$ cat config.mk
export PLATFORM = sky130hd
export DESIGN_NAME = sar_conv_ctrl
export DESIGN_NICKNAME = d
export VERILOG_FILES = /design/src/rtl/sar_conv_ctrl.sv
export SDC_FILE = /design/constraint.sdc
export NUM_CORES = 1
export LEC_CHECK = 0
export BUFFER_PORTS_ARGS = -buffer_cell sky130_fd_sc_hd__buf_2
export CAP_MARGIN = 25
export CORE_MARGIN = 1.5
export CORE_UTILIZATION = 40
export CTS_BUF_LIST = sky130_fd_sc_hd__clkbuf_4 sky130_fd_sc_hd__clkbuf_8
export CTS_CLUSTER_SIZE = 30
export DETAILED_ROUTE_END_ITERATION = 12
export SLEW_MARGIN = 5
export SYNTH_ARGS = -nofsm -noshare
export SYNTH_HDL_FRONTEND = slang
export SYNTH_SLANG_ARGS = --single-unit
$ cat constraint.sdc
create_clock -name clk -period 4.8 [get_ports clk]
set_input_delay 0.24 -clock clk [delete_from_list [all_inputs] [get_ports clk]]
set_output_delay 0.24 -clock clk [all_outputs]
set_load 0.01 [all_outputs]
$ cat src/rtl/sar_conv_ctrl.sv
`default_nettype none
// +--------------------------------------------------------------------------+
// | sar_conv_ctrl: sequences sample / convert / capture for a SAR ADC core   |
// | Rev 1.0 - initial release                                                |
// +--------------------------------------------------------------------------+
module sar_conv_ctrl #(
   parameter int N_BITS        = 8,
   parameter int SAMPLE_CYCLES = 2
) (
   input  logic              clk,
   input  logic              rst,
   input  logic              start,
   input  logic              cont,
   output logic              sample,
   output logic              alg_rst,
   output logic              En,
   input  logic [N_BITS-1:0] d_in,
   output logic [N_BITS-1:0] data_out,
   output logic              valid,
   input  logic              ready,
   output logic              busy,
   output logic              overrun
);

   localparam int              c_BIT_W    = (N_BITS > 1) ? $clog2(N_BITS) : 1;
   localparam logic [3:0]      c_SMP_LAST = 4'(SAMPLE_CYCLES - 1);
   localparam logic [c_BIT_W-1:0] c_BIT_LAST = c_BIT_W'(N_BITS - 1);

   typedef enum logic [1:0] {
      S_IDLE    = 2'd0,
      S_SAMPLE  = 2'd1,
      S_CONVERT = 2'd2,
      S_CAPTURE = 2'd3
   } state_t;

   state_t               r_state;
   logic [3:0]           r_smp_cnt;
   logic [c_BIT_W-1:0]   r_bit_cnt;

   // Outputs are set on the edge that enters a state, so they are pure flops.
   always_ff @(posedge clk or posedge rst) begin
      if (rst) begin
         r_state   <= S_IDLE;
         r_smp_cnt <= '0;
         r_bit_cnt <= '0;
         sample    <= 1'b0;
         alg_rst   <= 1'b0;
         En        <= 1'b0;
         busy      <= 1'b0;
         valid     <= 1'b0;
         overrun   <= 1'b0;
         data_out  <= '0;
      end else begin
         if (valid && ready) begin
            valid <= 1'b0;
         end
         case (r_state)
            S_IDLE: begin
               if (start || cont) begin
                  r_state   <= S_SAMPLE;
                  r_smp_cnt <= '0;
                  sample    <= 1'b1;
                  alg_rst   <= 1'b1;
                  busy      <= 1'b1;
               end
            end
            S_SAMPLE: begin
               if (r_smp_cnt == c_SMP_LAST) begin
                  r_state   <= S_CONVERT;
                  r_bit_cnt <= '0;
                  sample    <= 1'b0;
                  alg_rst   <= 1'b0;
                  En        <= 1'b1;
               end else begin
                  r_smp_cnt <= r_smp_cnt + 4'd1;
               end
            end
            S_CONVERT: begin
               if (r_bit_cnt == c_BIT_LAST) begin
                  r_state <= S_CAPTURE;
                  En      <= 1'b0;
               end else begin
                  r_bit_cnt <= r_bit_cnt + c_BIT_W'(1);
               end
            end
            S_CAPTURE: begin
               // A capture always wins over a same-edge consume; only an
               // unread word being replaced sets the sticky flag.
               data_out <= d_in;
               valid    <= 1'b1;
               if (valid && !ready) begin
                  overrun <= 1'b1;
               end
               if (cont) begin
                  r_state   <= S_SAMPLE;
                  r_smp_cnt <= '0;
                  sample    <= 1'b1;
                  alg_rst   <= 1'b1;
               end else begin
                  r_state <= S_IDLE;
                  busy    <= 1'b0;
               end
            end
            default: begin
               r_state <= S_IDLE;
               busy    <= 1'b0;
            end
         endcase
      end
   end

endmodule
`default_nettype wire

==> summary.md <==
| Metric | Value |
|---|---|
| Status | finished clean |
| Area Growth Syn to Fin | 14.39% |
| Worst slew pin tran | 809.3 ps |
| FF+latch area | 550.5 um^2 |
| Synth unique cells | 34 |
| Layout net count | 168 |
| Wirelength, routed | 2316 um |
| Crit-path max FO | 10 |
| Layout cells sized above 1 | 27.78% |
| Worst Hold Class | primary input to asynchronous set/reset pin |
| Final Util | 49.58% |
| Clock Sinks | 22 |
| Final Slew Violations | 0 |
| Post-synth top cells | dfrtp_1 (22), inv_1 (11), ha_1 (10), o21ai_0 (9), mux2_2 (8) |
| Drt drc | 0 |
| CTS buffer count | 3 |
| Post-CTS Setup Bufs | 0 |
| Hold Violations, Final | 0 |
| I/O pins | 27 |
| Peak VDD IR | 250.7 uV |
| First-pass GRT wire length | 4229 um |
| Area contributors post-synth | dfrtp_1 (45%), ha_1 (10%), mux2_2 (7.3%), o21ai_0 (3.7%), inv_1 (3.4%) |
| Crit path DAT | 2230 ps |
| Dpl cells | 171 |
| Relative slew slack | 45.99% |
| #FFs+latches synth | 22 |
| Area share of the largest cell type after synthesis | 44.90% |
| Cts hold-fix bufs | 0 |
| Worst path cell trace | inv_1 -> ha_1 -> inv_1 -> a221o_1 -> a21o_1 -> a21o_1 |
| Worst-path clk slew | 130 ps |
| CTS Buffer Depth | 2 |
| Pleak | 0.6766 nW |
| Largest net degree at the start of global routing | 23 |
| Crit-path slowest cell | dfrtp_1 |
| Crit start category | flop |
| Final hold slack | 50.12 ps |
| Placed Instance Area | 1366 um^2 |
| Cell taking the most area after synthesis | dfrtp_1 |
| Clock Latency Late Sink | 320 ps |
| Gpl congestion | 0.7440 |
| Required time of the worst setup path | 5030 ps |
| Ant diodes | 0 |
| Setup TNS | 0 ps |
| Num rows | 19 |
| Clk root buf | clkbuf_4 |
| Routed vias/inst | 5.400 |
| Minimum clock period | 1999 ps |
| Synth Instances | 120 |
| Worst Skew | 4.364 ps |
| Setup violators final | 0 |
| Multi-input gate area | 605.6 um^2 |
| Via Count | 945 |
| PortBufs | 26 |
| Fmax | 500.2 MHz |
| Total Routing Usage GR | 16.40% |
| ANT nets after route | 0 |
| Final period utilization | 41.65% |
| Fillers | 271 |
| Final Non-Filler Cells | 175 |
| Initial cell density of the core | 43.34% |
| Most common cell in the netlist | dfrtp_1 |
| Async SR Flop Fraction | 100.0% |
| Max_cap viols | 0 |
| Die Y | 58.37 um |
| Pwr dens | 654.0 nW/um^2 |
| CTS resizes | 0 |
| Cell area after layout | 1403 um^2 |
| Core Box Area | 2829 um^2 |
| Mapped Area | 1226 um^2 |
| Dominant synthesized flop cell | dfrtp_1 |
| Number of global-route vias before repair | 949 |
| Per-cell routed wire length | 13.23 um |
| Grt total ovfl | 0 |
| CTS H-Tree Depth | 1 |
| RSZ-0062 raised after global routing | no |
| Die W | 58.37 um |
| Seq/Total Area, Yosys | 44.90% |
| Crit-path max cell delay | 450 ps |
| Dpl hpwl | 1717 um |
| Post-synth EDFFs | 0 |
| Crit path kind | flop to flop |
| Drt pass-1 iters | 4 |
| Drt initial violations | 23 |
| Yosys warns | 0 |
| Die area | 3406 um^2 |
| Syn Nets | 143 |
| Initial antenna violation count | 0 |
| Syn avg cell area | 10.22 um^2 |
| TritonCTS clock tree | yes |
| Worst setup EP type | flop |
==> layer usage <==
layer	track usage [%]	vias up	part of all wire, %
li1	-	478	-
met1	21.41	447	50
met2	26.00	16	45
met3	1.978	4	3.0
met4	9.967	0	2.5
met5	0	-	0
==> flip-flops by register name (all words and copies together), names as in the netlist <==
signal	flops
r_state	2
busy	1
En	1
valid	1
data_out	8
r_smp_cnt	4
overrun	1
alg_rst	1
r_bit_cnt	3
==> final cells by class <==
| type | count | area share (%) |
|---|---|---|
| well taps | 31 | 2.765 |
| inverters | 11 | 2.944 |
| clock buffers | 4 | 2.587 |
| multi-input cells | 81 | 43.18 |
| flip-flops and latches | 22 | 39.25 |
| repair buffers | 26 | 9.277 |
==> power by group <==
group / leakage (nW) / internal [mW] / switching, mW
Sequential: 0.261 / 0.266 / 0.0589
Clock: 0.0210 / 0.0464 / 0.0605
Combinational: 0.394 / 0.226 / 0.259
Total: 0.677 / 0.539 / 0.379
==> critical path: cells and delay by family (launching register included) <==
family	cells	cell delay, ps
compound gates	3	760
fa+ha+maj	1	380
buf+inv	2	320
flops	1	450
==> placed cells by master (no fill, tap or decap), types with 2 or more instances in the layout <==
| master | instances |
|---|---|
| a211oi_1 | 2 |
| a21o_1 | 3 |
| a21oi_1 | 6 |
| a221o_1 | 3 |
| a22o_1 | 3 |
| buf_2 | 26 |
| clkbuf_4 | 3 |
| dfrtp_1 | 22 |
| ha_1 | 10 |
| inv_1 | 11 |
| mux2_2 | 8 |
| nand2_1 | 6 |
| nand2b_1 | 2 |
| nand3_1 | 4 |
| nor2_1 | 6 |
| nor2b_1 | 3 |
| o21ai_0 | 9 |
| o31ai_1 | 2 |
==> cell families (layout without fill, tap and decap cells) <==
group	Yosys count	after routing	share of synthesized area [%]
adder cells (fa/ha/maj)	10	10	10.20
multiplexers	8	8	7.347
flip-flops	22	22	44.90
buffers and inverters	17	41	5.714
AO/OA/AOI/OAI	38	38	21.63
AND/OR/NAND/NOR	25	25	10.20
==> worst paths after layout <==
kind / start / end / slack, ps / cells past startpoint
max: r_state[1] / r_smp_cnt[0] / 2800 / 6
min: rst / busy / 50 / 2
max reg2reg: r_state[1] / r_smp_cnt[0] / 2800 / 6
min reg2reg: overrun / overrun / 480 / 1
max in group asynchronous: rst / r_bit_cnt[1] / 4250 / 2
min in group clk: d_in[2] / data_out[2] / 140 / 2
==> metrics by stage <==
stage | setup slack (ps) | power (mW)
finish | 2801 | 0.9172
global placement | 2906 | 0.8032
CTS | 2789 | 0.9278
global route | 2631 | 1.008
detailed placement | 2813 | 0.8200
floorplan | 3085 | 0.6909
No activity file was read; power rests on OpenSTA's default activity.
